[config.mk]
export PLATFORM = sky130hd
export DESIGN_NAME = cheshire_preload_arb
export DESIGN_NICKNAME = d
export VERILOG_FILES = /design/src/rtl/cheshire_preload_arb.sv
export SDC_FILE = /design/constraint.sdc
export NUM_CORES = 1
export LEC_CHECK = 0
export ABC_AREA = 1
export ABC_CLOCK_PERIOD_IN_PS = 5600
export BUFFER_PORTS_ARGS = -buffer_cell sky130_fd_sc_hd__clkbuf_2
export CAP_MARGIN = 20
export CORE_AREA = 4 4 247 249
export DETAILED_ROUTE_END_ITERATION = 12
export DIE_AREA = 0 0 251 253
export PLACE_DENSITY = 0.44
export SLEW_MARGIN = 20
export SYNTH_ARGS = -nofsm -noshare
export SYNTH_HDL_FRONTEND = slang
export SYNTH_SLANG_ARGS = --single-unit
[constraint.sdc]
create_clock -name clk_i -period 5.6 [get_ports clk_i]
set_input_delay 1.12 -clock clk_i [delete_from_list [all_inputs] [get_ports clk_i]]
set_output_delay 1.12 -clock clk_i [all_outputs]
set_load 0.01 [all_outputs]
[src/rtl/cheshire_preload_arb.sv]
// Preload port arbiter: round-robin with burst locking across JTAG, serial link and UART,
// in-order response routing through an ID FIFO, and an EOC write snoop capturing the exit code.
module cheshire_preload_arb #(
    parameter int unsigned          AddrWidth      = 48,
    parameter int unsigned          DataWidth      = 64,
    parameter int unsigned          MaxOutstanding = 4,
    parameter logic [AddrWidth-1:0] EocAddr        = 48'h0300_0008
) (
    input  logic                   clk_i,
    input  logic                   rst_i,
    input  logic [1:0]             boot_mode_i,
    input  logic [2:0]             req_i,
    input  logic [2:0]             we_i,
    input  logic [2:0]             last_i,
    input  logic [3*AddrWidth-1:0] addr_i,
    input  logic [3*DataWidth-1:0] wdata_i,
    output logic [2:0]             gnt_o,
    output logic [2:0]             rvalid_o,
    output logic [DataWidth-1:0]   rdata_o,
    output logic                   mem_req_o,
    output logic                   mem_we_o,
    output logic [AddrWidth-1:0]   mem_addr_o,
    output logic [DataWidth-1:0]   mem_wdata_o,
    input  logic                   mem_gnt_i,
    input  logic                   mem_rvalid_i,
    input  logic [DataWidth-1:0]   mem_rdata_i,
    output logic                   eoc_o,
    output logic [31:0]            exit_code_o,
    output logic                   busy_o
);
    localparam int unsigned PtrW = $clog2(MaxOutstanding);

    typedef enum logic {IDLE, LOCKED} state_e;

    state_e          state_q;
    logic [1:0]      owner_q;
    logic [1:0]      rr_ptr_q;
    logic [1:0]      sel;
    logic [1:0]      cand;
    logic            sel_valid;
    logic [2:0]      eligible;
    logic [1:0]      id_mem [MaxOutstanding];
    logic [PtrW-1:0] wr_ptr_q;
    logic [PtrW-1:0] rd_ptr_q;
    logic [PtrW:0]   count_q;
    logic            fifo_full;
    logic            fifo_empty;
    logic            handshake;
    logic            pop;
    logic [1:0]      head;

    // Autonomous boot only lets the JTAG agent (index 0) start new transfers.
    always_comb begin
        eligible  = req_i & ((boot_mode_i != 2'd0) ? 3'b001 : 3'b111);
        sel       = rr_ptr_q;
        sel_valid = 1'b0;
        cand      = 2'd0;
        if (state_q == LOCKED) begin
            sel       = owner_q;
            sel_valid = req_i[owner_q];
        end else begin
            for (int unsigned k = 0; k < 3; k++) begin
                cand = 2'((32'(rr_ptr_q) + k) % 3);
                if (!sel_valid && eligible[cand]) begin
                    sel       = cand;
                    sel_valid = 1'b1;
                end
            end
        end
    end

    assign fifo_full  = (count_q == (PtrW+1)'(MaxOutstanding));
    assign fifo_empty = (count_q == '0);
    assign head       = id_mem[rd_ptr_q];

    assign mem_req_o   = sel_valid & ~fifo_full & ~rst_i;
    assign mem_we_o    = mem_req_o & we_i[sel];
    assign mem_addr_o  = mem_req_o ? addr_i[32'(sel)*AddrWidth +: AddrWidth] : '0;
    assign mem_wdata_o = mem_req_o ? wdata_i[32'(sel)*DataWidth +: DataWidth] : '0;
    assign handshake   = mem_req_o & mem_gnt_i;
    assign gnt_o       = handshake ? 3'(3'b001 << sel) : 3'b000;

    // Stray responses with nothing outstanding are dropped rather than routed.
    assign pop      = mem_rvalid_i & ~fifo_empty & ~rst_i;
    assign rvalid_o = pop ? 3'(3'b001 << head) : 3'b000;
    assign rdata_o  = pop ? mem_rdata_i : '0;
    assign busy_o   = ~rst_i & ((state_q == LOCKED) | ~fifo_empty);

    always_ff @(posedge clk_i) begin
        if (handshake) begin
            id_mem[wr_ptr_q] <= sel;
        end
    end

    always_ff @(posedge clk_i) begin
        if (rst_i) begin
            state_q     <= IDLE;
            owner_q     <= 2'd0;
            rr_ptr_q    <= 2'd0;
            wr_ptr_q    <= '0;
            rd_ptr_q    <= '0;
            count_q     <= '0;
            eoc_o       <= 1'b0;
            exit_code_o <= 32'd0;
        end else begin
            if (handshake) begin
                wr_ptr_q <= wr_ptr_q + PtrW'(1);
                if (last_i[sel]) begin
                    state_q  <= IDLE;
                    rr_ptr_q <= (sel == 2'd2) ? 2'd0 : sel + 2'd1;
                end else begin
                    state_q <= LOCKED;
                    owner_q <= sel;
                end
            end
            if (pop) begin
                rd_ptr_q <= rd_ptr_q + PtrW'(1);
            end
            case ({handshake, pop})
                2'b10:   count_q <= count_q + (PtrW+1)'(1);
                2'b01:   count_q <= count_q - (PtrW+1)'(1);
                default: count_q <= count_q;
            endcase
            // First exit code wins; later EOC writes are ignored until reset.
            if (handshake && mem_we_o && (mem_addr_o == EocAddr) && mem_wdata_o[0] && !eoc_o) begin
                eoc_o       <= 1'b1;
                exit_code_o <= mem_wdata_o[32:1];
            end
        end
    end

    a_mem_stable: assert property (@(posedge clk_i) disable iff (rst_i)
        (mem_req_o && !mem_gnt_i) |=> (mem_req_o && $stable(mem_we_o)
                                       && $stable(mem_addr_o) && $stable(mem_wdata_o)));
    a_no_overflow: assert property (@(posedge clk_i) disable iff (rst_i)
        !(handshake && !pop && fifo_full));
    a_no_stray_rvalid: assert property (@(posedge clk_i) disable iff (rst_i)
        !(mem_rvalid_i && fifo_empty));
endmodule

==> flow_summary.ini, run 1 <==
[status]
outcome = completed

[worst_setup_path]
cp.buffers_inverters = 4
cp_max_fo = 58
required_ns = 4.48
rr_worst_depth = 26
path_common_cell = nand2_1
crit_family = simple AND/OR/NAND/NOR gates
cp-start-kind = primary input
r2r_start = rr_ptr_q[0]$_SDFFE_PP0P_
cpMaxStageDelayCell = a31oi_1
crit_path_cell_trace = clkbuf_2 > nor2_4 > nand3_1 > nand3_2 > nand2_2 > nand2_1 > nand2_1 > nand2_1 > nand3_2 > nand2_2 > nand2_1 > inv_2 > buf_12 > nand2_1 > a31oi_1 > clkbuf_2
r2r_end = exit_code_o[24]$_SDFFE_PP0P_
startpoint = boot_mode_i[1]
slowest_delay_ns = 0.43
end_kind = output pin
cp_data_arrival_time_ns = 3.62
r2r_slack_ns = 1.55
crit_type = primary input to output pin

[power_and_ir_drop]
power_switching_share_pct = 63.1
total_power_uw = 5900
power.density_mw_per_mm2 = 564
p_comb_share_pct = 85.7
leakage_uw = 0.00663
pwr-share-seq_pct = 8.0
clkPwrFrac_pct = 6.4
intPower_uw = 2180
p_sw_uw = 3720
ir_worst_vdd_uv = 632

[min_path]
worstHoldPathCells = 2
min_from = rd_ptr_q[1]$_SDFFE_PP0P_
min_to = rd_ptr_q[1]$_SDFFE_PP0P_
min_path_type = register to register

[die]
io_pins = 633
core_mm2 = 0.0587
fp.dieH_um = 253
row_count = 89
die_w_um = 251
dieArea_mm2 = 0.0635
start_util_pct = 10.8

[clock_network]
cts_root_buffer = clkbuf_16
clk_pin_slew_ns = 0.09
cts_tree = built
insertion_delay_ns = 0.33
numCtsBuffers = 5
ctsResizeCount = 0
cts_setup_buffers = 0
cts_buffer_depth = 2
hold_buffers = 0
cts_htree_levels = 2
clock-sinks = 55

[cells_and_area]
final_net_count = 2288
final_cell_mix = 632 x clkbuf_2, 621 x nand2_1, 174 x inv_1
final_common_cell = clkbuf_2
layout-drive-gt1-share_pct = 36.5
area_growth_pct = 65.0

[sta]
max_slew.worst_pin.slew_ns = 0.884
rsz0062_at_grt = false
final.setup.tns_ns = 0
finalSetupViolCount = 0
finClkSkew_ns = 0.0144
min_period_over_period_pct = 84.7
hold_viol = 0
min_period_ns = 4.74
fmax_mhz = 211
slew_headroom_pct = 41.1
final_max_slew_viol_count = 0

[global_routing]
grt_usage_pct = 11.6
grt_antenna_before_repair = 3
grt_pass1_wl_mm = 56.4
grt_start_max_net_pins = 81
grt_overflow_total = 0
grt_pass1_vias = 9307

[synthesis]
synth.largest_area_cell = nand2_1
syn-instance-count = 1282
synth_top_cell_area_share_pct = 36.8
ys_seq_area_share_pct = 18.6
syn_avg_cell_area_um2 = 4.95
synthTopCellsByArea = nand2_1 37%, dfxtp_1 15%, inv_1 10%
yosys_warnings = 0
syn_area_mm2 = 0.00634
syn_nets = 1705
synth_cell_types = 31
ys_seq_elements = 55

[route]
drt_iter0_drc = 653
first_pass_iters = 5
wl_per_cell_um = 15.1
drt_wl_total_mm = 39.9
viasPerCell = 3.72
num_vias = 9837
drc = 0
drtAntennaViolNets = 0

[run]
max_cap_viol_count = 0

[placed_design]
gp_congestion = 0.867
hpwl_mm = 33.0
portBuffers = 632
synthesized netlist by cell type (all sizes together):
| master | instances |
|---|---|
| a21oi | 18 |
| clkbuf | 28 |
| dfxtp | 47 |
| edfxtp | 8 |
| a32o | 1 |
| nor2 | 174 |
| and2 | 1 |
| or2 | 1 |
| buf | 48 |
| nand4 | 4 |
| o211ai | 1 |
| fa | 1 |
| nand3 | 49 |
| nand2 | 627 |
| inv | 178 |
| a21boi | 1 |
| o21ai | 15 |
| nor3 | 4 |
| a31oi | 65 |
| ha | 7 |
| o31ai | 1 |
| a32oi | 1 |
| nand3b | 2 |
metrics by stage:
stage | std cells | setup WS [ns] | cell area, µm² | hold WS (ns) | util [%]
2_1_floorplan | 1282 | 1.21 | 6340 | 0.436 | -
3_3_place_gp | 2631 | 0.859 | 10300 | 0.465 | 17.5
3_5_place_dp | 2631 | 0.867 | 10300 | 0.459 | 17.5
4_1_cts | 2639 | 0.865 | 10500 | 0.477 | 17.8
5_1_grt | 2639 | 0.631 | 10500 | 0.519 | 17.8
6_report | 2641 | 0.859 | 10500 | 0.469 | 17.8
metal layers:
metal / up-vias / global-route usage [%] / wire length [µm]
met5: - / 0 / 0
met4: 0 / 3.36 / 958
met3: 38 / 2.58 / 3070
met2: 490 / 20.1 / 19100
met1: 4286 / 14.5 / 16800
li1: 5023 / - / -
power by group through the flow:
stage	logic, µW	registers (µW)	clock network (µW)
2_1_floorplan	3130	471	0
3_3_place_gp	5190	479	0
3_5_place_dp	5170	479	0
4_1_cts	5190	470	404
5_1_grt	5650	475	418
6_report	5060	470	376
state kept, by name, summed over array words and instances, names as in the netlist, named ones only:
register,flops
state_q,1
count_q,3
exit_code_o,32
rd_ptr_q,2
eoc_o,1
owner_q,2
wr_ptr_q,2
id_mem,8
rr_ptr_q,2
worst min-delay path: cells and delay by family, from the launching register on:
kind                   cells  cell delay, ns
buffers and inverters      1            0.05
AO/OA/AOI/OAI              1            0.07
flip-flops                 1            0.31
logic make-up (layout without fill, tap and decap cells):
| kind of cell | Yosys count | count (layout) | synth area share, % |
|---|---|---|---|
| AND/OR/NAND/NOR | 862 | 862 | 53.4 |
| buffers and inverters | 254 | 838 | 16.6 |
| AO/OA/AOI/OAI | 103 | 103 | 9.67 |
| flip-flops | 55 | 55 | 18.6 |
| adder cells (fa/ha/maj) | 8 | 8 | 1.70 |
| other | 0 | 2 | 0 |
layout make-up:
type	instances	area (µm²)
inverters	178	668
diodes	2	5.00
multi-input cells	973	4120
clock buffers	8	158
repair buffers	652	3360
well taps	773	967
flip-flops and latches	55	1180
fillers	6968	48200
worst max path at each step:
stage                            endpoint  slack, ns  cells after the start
after floorplan           mem_wdata_o[43]       1.21                     17
after global placement    mem_wdata_o[30]       0.86                     16
after detailed placement  mem_wdata_o[17]       0.87                     16
after CTS                 mem_wdata_o[17]       0.87                     16
after global routing      mem_wdata_o[17]       0.63                     16
final                     mem_wdata_o[17]       0.86                     16
No activity file was read; power rests on OpenSTA's default activity.
==> inputs of run 2 (changes only) <==
ABC_CLOCK_PERIOD_IN_PS = 4420   (was 5600)
CORE_AREA = 4 4 242 244   (was 4 4 247 249)
DIE_AREA = 0 0 246 248   (was 0 0 251 253)
PLACE_DENSITY = 0.45   (was 0.44)
clock period = 4.42 ns   (was 5.6 ns; I/O delays follow)
==> run 2 against run 1 <==
- die area down 3.9%
- sequential cell count unchanged
- register-to-register slack worse by 0.87 ns
- critical endpoint is now mem_wdata_o[22]
- clock skew decreased by 0.00070 ns
- via count up 0.21%
- setup slack got worse by 0.51 ns
- routed wire length increased by 1.3%
- power grew 31%
- global-route usage is 0.61 points higher
- cell area increased by 1.9%
- highest routed layer is now met5
- clock power is 24% higher
- non-clock buffer count rose by 17
==> flow_summary.ini, run 2 (same netlist as run 1, synthesis figures left out) <==
[status]
outcome = completed

[cells_and_area]
layout-drive-gt1-share_pct = 37.2
top_register = exit_code_o
final_common_cell = clkbuf_2
area_growth_pct = 68.2
seqCellArea_mm2 = 0.00118
final_cell_mix = 632 x clkbuf_2, 621 x nand2_1, 174 x inv_1
final_core_util_pct = 18.9
multiInputGateArea_mm2 = 0.00412
top_regs = exit_code_o: 32 flops, id_mem: 8 flops, count_q: 3 flops
nFillCells = 6745
final_net_count = 2305
instances_no_fill = 2644
largest_register_ffs = 32

[sta]
slew_headroom_pct = 59.3
post-route-worst-setup-slack_ns = 0.353
rsz0062_at_grt = false
finalSetupViolCount = 0
min_period_ns = 4.07
hold_viol = 0
final_max_slew_viol_count = 0
timing.hold.ws_ns = 0.488
max_slew.worst_pin.slew_ns = 0.609
final.setup.tns_ns = 0
finClkSkew_ns = 0.0137
fmax_mhz = 246
min_period_over_period_pct = 92.0

[worst_setup_path]
cp-start-kind = register
r2r_end = exit_code_o[13]$_SDFFE_PP0P_
rr_worst_depth = 27
crit_type = register to output pin
cp_data_arrival_time_ns = 3.18
r2r_start = rr_ptr_q[0]$_SDFFE_PP0P_
r2r_slack_ns = 0.68
end_kind = output pin
cp_max_fo = 31
required_ns = 3.54

[clock_network]
hold_buffers = 0
cts_buffer_depth = 2
cts_setup_buffers = 0
clk_pin_slew_ns = 0.09
cts_root_buffer = clkbuf_16
numCtsBuffers = 5
cts_htree_levels = 2
clock-sinks = 55
cts_tree = built
ctsResizeCount = 0
insertion_delay_ns = 0.33

[global_routing]
grt_usage_pct = 12.2
grt_antenna_before_repair = 9
grt_pass1_wl_mm = 56.6
grt_pass1_vias = 9434
grt_start_max_net_pins = 67
grt_overflow_total = 0

[route]
drc = 0
first_pass_iters = 5
wl_met2_mm = 19.1
drtAntennaViolNets = 0
dr_wl_met3_mm = 3.51
drt_wl_total_mm = 40.5
viasPerCell = 3.73
top_layer_used = met5
wl_per_cell_um = 15.3
drt_iter0_drc = 361
num_vias = 9858
wl_met1_mm = 16.7

[placed_design]
portBuffers = 632
gp_congestion = 0.891
place_inst = 2631
dp_slack_ns = 0.341
hpwl_mm = 34.3

[min_path]
min_path_type = register to register
worstHoldPathCells = 2
min_to = rd_ptr_q[1]$_SDFFE_PP0P_
min_from = rd_ptr_q[1]$_SDFFE_PP0P_

[die]
die_w_um = 246
core_mm2 = 0.0563
dieArea_mm2 = 0.0610
start_util_pct = 11.3
row_count = 87
fp.dieH_um = 248
io_pins = 633

[power_and_ir_drop]
leakage_uw = 0.00675
ir_worst_vdd_uv = 597
power.density_mw_per_mm2 = 728

[run]
max_cap_viol_count = 0
run 2: routing by layer:
metal | GRT usage (%) | vias up
li1 | - | 5066
met1 | 15.4 | 4258
met3 | 2.98 | 49
met4 | 4.04 | 6
met2 | 20.6 | 479
met5 | 0 | -
run 2: how the worst max path moves through the flow:
| stage | from | depth (start not counted) | to |
|---|---|---|---|
| floorplan | boot_mode_i[1] | 17 | mem_wdata_o[43] |
| global placement | boot_mode_i[0] | 17 | mem_wdata_o[9] |
| detailed placement | boot_mode_i[0] | 17 | mem_wdata_o[4] |
| CTS | rr_ptr_q[0]$_SDFFE_PP0P_ | 18 | mem_wdata_o[4] |
| global route | rr_ptr_q[0]$_SDFFE_PP0P_ | 18 | mem_wdata_o[4] |
| finish | rr_ptr_q[0]$_SDFFE_PP0P_ | 18 | mem_wdata_o[22] |
run 2: report_power, final:
group	switching [µW]	internal, µW	total [µW]
Combinational	4500	2190	6700
Sequential	29.9	567	597
Clock	244	221	465
run 2: critical path: stages, from the launching register on:
cell      delay [ns]
dfxtp_1         0.39
inv_1           0.08
ha_1            0.38
nor2_1          0.12
nor2_1          0.04
nand2_1         0.07
nand2_1         0.08
inv_1           0.14
nand3_1         0.09
nand2_1         0.09
nand2_1         0.07
nand2_2         0.12
nand2_2         0.10
nor2_4          0.18
buf_12          0.20
buf_4           0.18
nand2_1         0.05
a31oi_1         0.24
clkbuf_2        0.19
run 2: layout make-up:
type,instances,area share [%]
clock inverter,3,0.317
clock buffer,5,1.17
tap,756,8.87
timing repair buffer,669,33.6
multi-input combinational,973,38.6
antenna,5,0.117
sequential,55,11.1
inverter,178,6.27
run 2: stage by stage:
step	area, µm²	total power [µW]
2_1_floorplan	6340	4570
3_3_place_gp	10500	7470
3_5_place_dp	10500	7420
4_1_cts	10700	7940
5_1_grt	10700	8600
6_report	10700	7760
